`src/rtl/carryskip_adder_pipe_pkg.sv`:
```
// carryskip_pkg: shared sizing helpers for the pipelined carry-skip adder.
// Exports nblk() (number of skip blocks) and default width/block constants.
package carryskip_pkg;

  localparam int DEF_WIDTH = 16;
  localparam int DEF_BLOCK = 4;

  function automatic int nblk(input int width, input int block);
    return (block < 1) ? 1 : width / block;
  endfunction

endpackage

```
`src/rtl/carryskip_adder_pipe_if.sv`:
```
// carryskip_adder_pipe_if: operand/result valid-ready bundle.
// master = producer/consumer side, slave = adder side.
interface carryskip_adder_pipe_if
  import carryskip_pkg::*;
#(
  parameter int WIDTH = DEF_WIDTH
);
  logic             in_valid;
  logic             in_ready;
  logic [WIDTH-1:0] a;
  logic [WIDTH-1:0] b;
  logic             cin;
  logic             sub;
  logic             out_valid;
  logic             out_ready;
  logic [WIDTH-1:0] sum;
  logic             cout;
  logic             ovf;

  modport master (
    output in_valid, a, b, cin, sub, out_ready,
    input  in_ready, out_valid, sum, cout, ovf
  );

  modport slave (
    input  in_valid, a, b, cin, sub, out_ready,
    output in_ready, out_valid, sum, cout, ovf
  );
endinterface

```
`src/rtl/carryskip_adder_pipe_block.sv`:
```
// carryskip_block: combinational BLOCK-bit ripple slice with skip mux.
// Ports: a, b, ci in; s, co (skipped carry), p (propagate), c_msb_in out.
module carryskip_block #(
  parameter int BLOCK = 4
) (
  input  logic [BLOCK-1:0] a,
  input  logic [BLOCK-1:0] b,
  input  logic             ci,
  output logic [BLOCK-1:0] s,
  output logic             co,
  output logic             p,
  output logic             c_msb_in
);

  always_comb begin
    logic c;
    c        = ci;
    c_msb_in = ci;
    s        = '0;
    for (int i = 0; i < BLOCK; i++) begin
      if (i == BLOCK - 1) c_msb_in = c;
      s[i] = a[i] ^ b[i] ^ c;
      c    = (a[i] & b[i]) | (c & (a[i] ^ b[i]));
    end
    p  = &(a ^ b);
    // full propagate: carry-in bypasses the ripple chain
    co = p ? ci : c;
  end

endmodule

```
`src/rtl/carryskip_adder_pipe.sv`:
```
// carryskip_adder_pipe: NBLK-stage pipelined carry-skip add/sub.
// Ports: clk, rst (async high), bus (slave: operands in, sum/cout/ovf out).
module carryskip_adder_pipe
  import carryskip_pkg::*;
#(
  parameter int WIDTH = DEF_WIDTH,
  parameter int BLOCK = DEF_BLOCK
) (
  input logic                  clk,
  input logic                  rst,
  carryskip_adder_pipe_if.slave bus
);

  localparam int NBLK = nblk(WIDTH, BLOCK);

  if (BLOCK < 1) begin : g_bad_block
    $fatal(1, "carryskip_adder_pipe: BLOCK must be >= 1");
  end else if (WIDTH % BLOCK != 0) begin : g_bad_width
    $fatal(1, "carryskip_adder_pipe: WIDTH not a multiple of BLOCK");
  end

  // a/b carry the not-yet-consumed operand slices (skew),
  // sum accumulates the already-computed slices (deskew)
  typedef struct packed {
    logic             valid;
    logic             carry;
    logic             ovf;
    logic [WIDTH-1:0] sum;
    logic [WIDTH-1:0] a;
    logic [WIDTH-1:0] b;
  } stage_t;

  stage_t st_q [NBLK];
  stage_t st_d [NBLK];

  logic out_valid;
  logic stall;

  assign out_valid    = st_q[NBLK-1].valid;
  assign stall        = out_valid & ~bus.out_ready;
  assign bus.in_ready = ~stall;

  for (genvar k = 0; k < NBLK; k++) begin : g_stage
    localparam bit IS_LAST = (k == NBLK - 1);

    stage_t           src;
    logic [BLOCK-1:0] s;
    logic             co;
    logic             p;
    logic             c_msb;
    logic [WIDTH-1:0] merged;
    logic             unused_p;

    if (k == 0) begin : g_src_in
      assign src.valid = bus.in_valid;
      assign src.carry = bus.cin ^ bus.sub;
      assign src.ovf   = 1'b0;
      assign src.sum   = '0;
      assign src.a     = bus.a;
      assign src.b     = bus.sub ? ~bus.b : bus.b;
    end else begin : g_src_reg
      assign src = st_q[k-1];
    end

    carryskip_block #(
      .BLOCK(BLOCK)
    ) u_blk (
      .a       (src.a[k*BLOCK +: BLOCK]),
      .b       (src.b[k*BLOCK +: BLOCK]),
      .ci      (src.carry),
      .s       (s),
      .co      (co),
      .p       (p),
      .c_msb_in(c_msb)
    );

    assign unused_p = p;

    always_comb begin
      merged = src.sum;
      merged[k*BLOCK +: BLOCK] = s;
    end

    assign st_d[k].valid = src.valid;
    assign st_d[k].carry = co;
    assign st_d[k].ovf   = IS_LAST ? (c_msb ^ co) : src.ovf;
    assign st_d[k].sum   = merged;
    assign st_d[k].a     = src.a;
    assign st_d[k].b     = src.b;
  end

  // stall freezes every stage, bubbles included
  always_ff @(posedge clk or posedge rst) begin
    if (rst) begin
      for (int k = 0; k < NBLK; k++) st_q[k] <= '0;
    end else if (!stall) begin
      for (int k = 0; k < NBLK; k++) st_q[k] <= st_d[k];
    end
  end

  assign bus.out_valid = out_valid;
  assign bus.sum       = st_q[NBLK-1].sum;
  assign bus.cout      = st_q[NBLK-1].carry;
  assign bus.ovf       = st_q[NBLK-1].ovf;

endmodule
```
`src/flat_wrapper.sv`:
```
// flat-port wrapper written by rule: the top's interface ports become plain ports
module carryskip_adder_pipe_flat import carryskip_pkg::*;
#(
  parameter int WIDTH = DEF_WIDTH,
  parameter int BLOCK = DEF_BLOCK
)
  (clk, rst, bus_in_valid, bus_a, bus_b, bus_cin, bus_sub, bus_out_ready, bus_in_ready, bus_out_valid, bus_sum, bus_cout, bus_ovf);
  carryskip_adder_pipe_if #(.WIDTH(WIDTH)) bus_i ();
  input logic clk;
  input logic rst;
  input wire logic [$bits(bus_i.in_valid)-1:0] bus_in_valid;
  input wire logic [$bits(bus_i.a)-1:0] bus_a;
  input wire logic [$bits(bus_i.b)-1:0] bus_b;
  input wire logic [$bits(bus_i.cin)-1:0] bus_cin;
  input wire logic [$bits(bus_i.sub)-1:0] bus_sub;
  input wire logic [$bits(bus_i.out_ready)-1:0] bus_out_ready;
  output wire logic [$bits(bus_i.in_ready)-1:0] bus_in_ready;
  output wire logic [$bits(bus_i.out_valid)-1:0] bus_out_valid;
  output wire logic [$bits(bus_i.sum)-1:0] bus_sum;
  output wire logic [$bits(bus_i.cout)-1:0] bus_cout;
  output wire logic [$bits(bus_i.ovf)-1:0] bus_ovf;
  assign bus_i.in_valid = bus_in_valid;
  assign bus_i.a = bus_a;
  assign bus_i.b = bus_b;
  assign bus_i.cin = bus_cin;
  assign bus_i.sub = bus_sub;
  assign bus_i.out_ready = bus_out_ready;
  assign bus_in_ready = bus_i.in_ready;
  assign bus_out_valid = bus_i.out_valid;
  assign bus_sum = bus_i.sum;
  assign bus_cout = bus_i.cout;
  assign bus_ovf = bus_i.ovf;
  carryskip_adder_pipe #(.WIDTH(WIDTH), .BLOCK(BLOCK)) u_core (.clk(clk), .rst(rst), .bus(bus_i));
endmodule
```
`config.mk`:
```
export PLATFORM = sky130hd
export DESIGN_NAME = carryskip_adder_pipe_flat
export DESIGN_NICKNAME = d
export VERILOG_FILES = /design/src/rtl/carryskip_adder_pipe_pkg.sv /design/src/rtl/carryskip_adder_pipe_if.sv /design/src/rtl/carryskip_adder_pipe_block.sv /design/src/rtl/carryskip_adder_pipe.sv /design/src/flat_wrapper.sv
export SDC_FILE = /design/constraint.sdc
export NUM_CORES = 1
export LEC_CHECK = 0
export ABC_AREA = 1
export CORE_MARGIN = 8
export CORE_UTILIZATION = 27
export CTS_BUF_LIST = sky130_fd_sc_hd__clkbuf_8
export DETAILED_ROUTE_END_ITERATION = 8
export GPL_TIMING_DRIVEN = 0
export MAX_ROUTING_LAYER = met4
export PLACE_DENSITY_LB_ADDON = 0.3
export SLEW_MARGIN = 0
export SYNTH_ARGS = -nofsm -noshare
export SYNTH_HDL_FRONTEND = slang
export SYNTH_SLANG_ARGS = --single-unit
```
`constraint.sdc`:
```
create_clock -name clk -period 4.3 [get_ports clk]
set_clock_uncertainty 0.05 [all_clocks]
set_input_delay 0.645 -clock clk [delete_from_list [all_inputs] [get_ports clk]]
set_output_delay 0.645 -clock clk [all_outputs]
set_load 0.02 [all_outputs]
```
==> results of run 1 <==
## how the worst max path moves through the flow
stage | to | start | cells after the start
finish | bus_in_ready | bus_out_ready | 5
global route | bus_in_ready | bus_out_ready | 5
CTS | bus_in_ready | bus_out_ready | 5
detailed placement | u_core.g_stage[1].merged[3]$_DFFE_PP0N_ | bus_b[0] | 11
global placement | u_core.g_stage[1].src[23]$_DFFE_PP0N_ | rst | 2
floorplan | u_core.bus.cout$_DFFE_PP0N_ | rst | 1
## worst reg2reg max path, cell delays in order (launching register included)
cell      delay (ns)
dfrtp_1         0.45
fa_1            0.47
fa_1            0.42
inv_1           0.09
fa_1            0.27
fa_1            0.21
o21bai_1        0.12
nand3_1         0.10
nand3_1         0.09
nand2_1         0.05
## logic make-up (layout without fill, tap and decap cells)
| family | after synthesis | count (layout) | share of synthesized area (%) |
|---|---|---|---|
| and+or+nand+nor | 195 | 195 | 16.5 |
| DFF | 97 | 97 | 53.8 |
| buffers and inverters | 65 | 136 | 7.55 |
| AOI/OAI and AO/OA | 60 | 60 | 7.24 |
| adders and majority gates | 32 | 32 | 11.5 |
| xor gates and xnor gates | 17 | 17 | 3.30 |
## per-stage QoR
step                utilization, %  setup TNS [ns]  power, mW
CTS                           34.1               0       3.84
finish                        34.1               0       3.78
detailed placement            32.6               0       3.12
global route                  34.1               0       4.11
floorplan                        -               0       2.53
global placement              32.5          -38.59       3.08
## final cells by class
type / count / area share [%]
repair buffers: 57 / 10.5
plain buffers: 23 / 3.24
well taps: 220 / 4.91
inverters: 42 / 2.88
clock buffers: 10 / 2.45
clock inverters: 4 / 1.67
multi-input cells: 304 / 31.1
flip-flops and latches: 97 / 43.3
## sequential cells by signal, summed over array words and instances, names as in the netlist
name                   cells
u_core.bus.ovf             1
u_core.g_stage.merged     24
u_core.bus.cout            1
u_core.bus.out_valid       1
u_core.bus.sum            16
u_core.g_stage.src        54
## power breakdown
part	internal, mW	switching [mW]
clock network	0.394	0.310
registers	1.32	0.248
logic	0.638	0.867
## metal layers
metal / up-vias / wire length, microns / share of wire, % / track usage, %
li1: 1550 / - / - / -
met1: 1518 / 4920 / 47 / 13.4
met2: 44 / 5250 / 50 / 18.1
met3: 12 / 259 / 2.5 / 2.27
met4: 0 / 118 / 1.1 / 2.81
met5: - / 0 / 0 / -
## synth_stat cells
cell type    n  area, sq um
clkinv_2     1         5.00
dfrtp_1     97         2430
a31oi_1      1         6.26
buf_4        2         15.0
xor2_1       4         35.0
buf_6       10          113
or2_4        1         8.76
o21ai_2      6         52.6
o21ai_1     20          100
buf_2        8         40.0
ha_1        16          200
clkbuf_2     2         10.0
fa_1        16          320
nand2_1    186          698
nor2_1       3         11.3
nand3_1      3         15.0
o21bai_1     1         7.51
clkbuf_1     1         3.75
o21ai_0     32          160
nand4_1      2         12.5
xnor2_1     13          114
inv_1       41          154
==> metrics.cfg, run 1 <==
[pwr]
peakVddDrop_mv=0.230
power_density_nw_per_um2=673
leakagePower_nw=2.70

[clocking]
post_cts_buffers=0
cts_tree=yes
clk_latency_ns=0.36
cts_root_buf=clkbuf_8
cts_resized=0
clock_sinks=97
clkSlewWorstSetupHoldPaths_ns=0.09
cts_max_path_buffers=2
cts_max_level=3
postCtsHoldBufs=0
cts_made_buffers=9

[final_layout]
num-fill-cells=1701
final_cells=757
antenna_cells=0
seq_area_sq_um=2430
area_growth_pct=24.3
layout-drive-gt1-share_pct=8.38
multi_input_area_sq_um=1740
mostFrequentLayoutCell=nand2_1
final_cell_mix=186 x nand2_1, 97 x dfrtp_1, 56 x clkdlybuf4s50_1
final_nets=604
fin_area_sq_um=5610

[sta]
holdWs_ns=0.423
tightest_slew_ns=0.627
rsz0062_at_grt=false
slew_headroom_pct=58.2
fin_ws_ns=1.32
min_period_ns=2.98
period_share_pct=69.2
max_freq_mhz=336
slew_violations=0
hold_violations=0
setup_viol=0

[global_route]
grt_max_degree=51
grt_pass1_vias=3434
antenna_found_initial=0
grt_overflow=0
grt_pass1_wl_microns=17900
grt_usage_pct=10.9

[setup_path]
critical_path.max_fanout=10
slowest_stage=clkdlybuf4s50_1
r2r-end=u_core.bus.ovf$_DFFE_PP0N_
cpMostUsedCell=clkdlybuf4s50_1
reg2reg_depth=9
required_ns=3.61
crit_type=input port to output port
max_stage_delay_ns=0.65
path_buf_inv=4
reg2reg_setup_slack_ns=1.86
cp-end-kind=output port
start_kind=input port
cp_cell_sequence=clkdlybuf4s50_1 > or2_4 > buf_6 > buf_2 > clkdlybuf4s50_1
cp.arrival_ns=2.28
critical-path-top-delay-family=buffers and inverters
r2r-start=u_core.g_stage[3].src[49]$_DFFE_PP0N_

[placed_design]
portBuffers=56
place_ws_ns=1.20
placed_cell_area_sq_um=5380
gp_congestion=0.800
placedCellCount=743
hpwl_microns=7760

[route]
ant_nets=0
drc=0
num_vias=3124
firstDrtPassIters=4
wl_per_cell_microns=13.9
first_iter_violations=161
routed_via_density=4.13
drt-total-wl_microns=10500

[synth]
yosysSeqAreaShare_pct=53.8
syn-num-nets=536
synthCells=466
synth-seq-cells=97
netlist_area_sq_um=4510
synth_cell_types=22
yosys_warnings=0
syn_avg_cell_area_sq_um=9.68

[hold_path]
whs_endpoint=u_core.bus.out_valid$_DFFE_PP0N_
hold_class=flip-flop to flip-flop
holdPathStages=2
worstHoldStart=u_core.g_stage[3].src[50]$_DFFE_PP0N_

[die]
die_h_microns=145
num_rows=47
io_pins=58
dieArea_sq_um=21100
start_util_pct=27.4
die_w_microns=145
core-area_sq_um=16500

[flow_run]
drv_cap=0

[run_status]
status=completed

(Power assumes the default switching activity.)
==> run 2: changes to the inputs <==
==> constraint.sdc (replaced) <==
create_clock -name clk -period 2.95 [get_ports clk]
set_clock_uncertainty 0.05 [all_clocks]
set_input_delay 0.4425 -clock clk [delete_from_list [all_inputs] [get_ports clk]]
set_output_delay 0.4425 -clock clk [all_outputs]
set_load 0.02 [all_outputs]
==> metrics.cfg, run 2 (synthesized netlist as in run 1, its figures left out) <==
[setup_path]
start_kind=input port  ; unchanged
startpoint=bus_out_ready  ; unchanged
reg2reg_setup_slack_ns=0.51  ; was 1.86 ns
r2r-end=u_core.bus.ovf$_DFFE_PP0N_  ; unchanged
crit_type=input port to output port  ; unchanged
max_stage_delay_ns=0.66  ; was 0.65 ns
path_buf_inv=4  ; unchanged
slowest_stage=clkdlybuf4s50_1  ; unchanged
critical_path.max_fanout=10  ; unchanged
critical-path-top-delay-family=buffers and inverters  ; unchanged
cp_cell_sequence=clkdlybuf4s50_1 > or2_4 > buf_6 > buf_2 > clkdlybuf4s50_1  ; unchanged
reg2reg_depth=9  ; unchanged
cp-end-kind=output port  ; unchanged
r2r-start=u_core.g_stage[3].src[49]$_DFFE_PP0N_  ; unchanged
cpMostUsedCell=clkdlybuf4s50_1  ; unchanged
cp.arrival_ns=2.08  ; was 2.28 ns
required_ns=2.46  ; was 3.61 ns

[clocking]
clk_latency_ns=0.36  ; about the same
postCtsHoldBufs=0  ; unchanged
post_cts_buffers=0  ; unchanged
cts_resized=0  ; unchanged
cts_tree=yes  ; unchanged
clock_sinks=97  ; unchanged
cts_made_buffers=9  ; unchanged
cts_max_path_buffers=2  ; unchanged
clkSlewWorstSetupHoldPaths_ns=0.10  ; was 0.09 ns
cts_max_level=3  ; unchanged
cts_root_buf=clkbuf_8  ; unchanged

[global_route]
grt_pass1_wl_microns=17800  ; was 17900 microns
grt_pass1_vias=3417  ; was 3434
antenna_found_initial=0  ; unchanged
grt_overflow=0  ; unchanged
grt_max_degree=40  ; was 51
grt_usage_pct=10.9  ; about the same

[final_layout]
multi_input_area_sq_um=1740  ; unchanged
largest_reg_flops=54  ; unchanged
antenna_cells=0  ; unchanged
fin_util_pct=33.8  ; was 34.1%
area_growth_pct=23.5  ; was 24.3%
num-fill-cells=1720  ; was 1701
final_nets=605  ; was 604
layout-drive-gt1-share_pct=9.07  ; was 8.38%
final_cell_mix=186 x nand2_1, 97 x dfrtp_1, 56 x clkdlybuf4s50_1  ; unchanged
mostFrequentLayoutCell=nand2_1  ; unchanged
seq_area_sq_um=2430  ; unchanged

[sta]
slew_headroom_pct=39.5  ; was 58.2%
tightest_slew_ns=0.906  ; was 0.627 ns
setup_viol=0  ; unchanged
max_freq_mhz=388
fin_ws_ns=0.375  ; was 1.32 ns
slew_violations=0  ; unchanged
period_share_pct=87.3
min_period_ns=2.58
tns_ns=0  ; unchanged
hold_violations=0  ; unchanged
rsz0062_at_grt=false  ; unchanged

[placed_design]
gp_congestion=0.783  ; was 0.800
place_ws_ns=0.0316  ; was 1.20 ns
hpwl_microns=7840  ; was 7760 microns
portBuffers=56  ; unchanged

[route]
routed_via_density=4.11  ; was 4.13
drc=0  ; unchanged
drt-total-wl_microns=10600  ; was 10500 microns
ant_nets=0  ; unchanged
first_iter_violations=151  ; was 161
firstDrtPassIters=4  ; unchanged
num_vias=3120  ; was 3124
wl_per_cell_microns=13.9  ; about the same

[pwr]
power_density_nw_per_um2=950  ; was 673 nW/um^2
total_power_mw=5.29  ; was 3.78 mW
peakVddDrop_mv=0.317  ; was 0.230 mV
leakagePower_nw=2.67  ; was 2.70 nW

[hold_path]
hold_class=flip-flop to flip-flop  ; unchanged
holdPathStages=2  ; unchanged
worstHoldStart=u_core.g_stage[3].src[50]$_DFFE_PP0N_  ; unchanged
whs_endpoint=u_core.bus.out_valid$_DFFE_PP0N_  ; unchanged

[die]
core-area_sq_um=16500  ; unchanged
dieArea_sq_um=21100  ; unchanged
num_rows=47  ; unchanged
io_pins=58  ; unchanged
die_h_microns=145  ; unchanged
die_w_microns=145  ; unchanged
start_util_pct=27.4  ; unchanged

[flow_run]
drv_cap=0  ; unchanged

[run_status]
status=completed  ; unchanged

[run 2: worst reg2reg max path: stages, from the launching register on]
cell and delay, ns:
dfrtp_1 0.45, fa_1 0.48, fa_1 0.42, inv_1 0.10, fa_1 0.26, fa_1 0.20, o21bai_1 0.13, nand3_1 0.10
nand3_1 0.10, nand2_1 0.05
[run 2: power breakdown]
| group | total (mW) | switching (mW) | internal, mW |
|---|---|---|---|
| Combinational | 2.20 | 1.26 | 0.939 |
| Clock | 0.808 | 0.477 | 0.331 |
| Sequential | 2.28 | 0.362 | 1.92 |
[run 2: area by class of cell]
| class | count | area share, % |
|---|---|---|
| tap | 220 | 4.94 |
| clock inverter | 6 | 0.764 |
| multi-input combinational | 304 | 31.3 |
| sequential | 97 | 43.6 |
| buffer | 23 | 3.26 |
| inverter | 42 | 2.92 |
| timing repair buffer | 58 | 10.8 |
| clock buffer | 10 | 2.47 |
[run 2: metrics by stage]
stage	std cells	hold WS, ns	area, sq um
after global routing	760	0.446	5570
final	760	0.410	5570
after CTS	760	0.418	5570
after detailed placement	744	0.394	5390
after floorplan	466	0.373	4510
after global placement	742	0.396	5350
[run 2: metal layers]
layer	track usage (%)	vias to the layer above	share of wire, %
met4	4.48	0	1.8
met3	1.68	14	2.0
li1	-	1558	-
met1	13.7	1504	48
met5	-	-	0
met2	17.5	44	49
[run 2: worst max-delay path by stage]
| stage | endpoint | slack (ns) | cells past startpoint |
|---|---|---|---|
| CTS | bus_in_ready | 0.33 | 5 |
| floorplan | u_core.g_stage[1].merged[3]$_DFFE_PP0N_ | 0.29 | 12 |
| global route | bus_in_ready | 0.28 | 5 |
| finish | bus_in_ready | 0.37 | 5 |
| global placement | u_core.g_stage[1].merged[3]$_DFFE_PP0N_ | 0.10 | 11 |
| detailed placement | u_core.g_stage[1].merged[3]$_DFFE_PP0N_ | 0.03 | 11 |
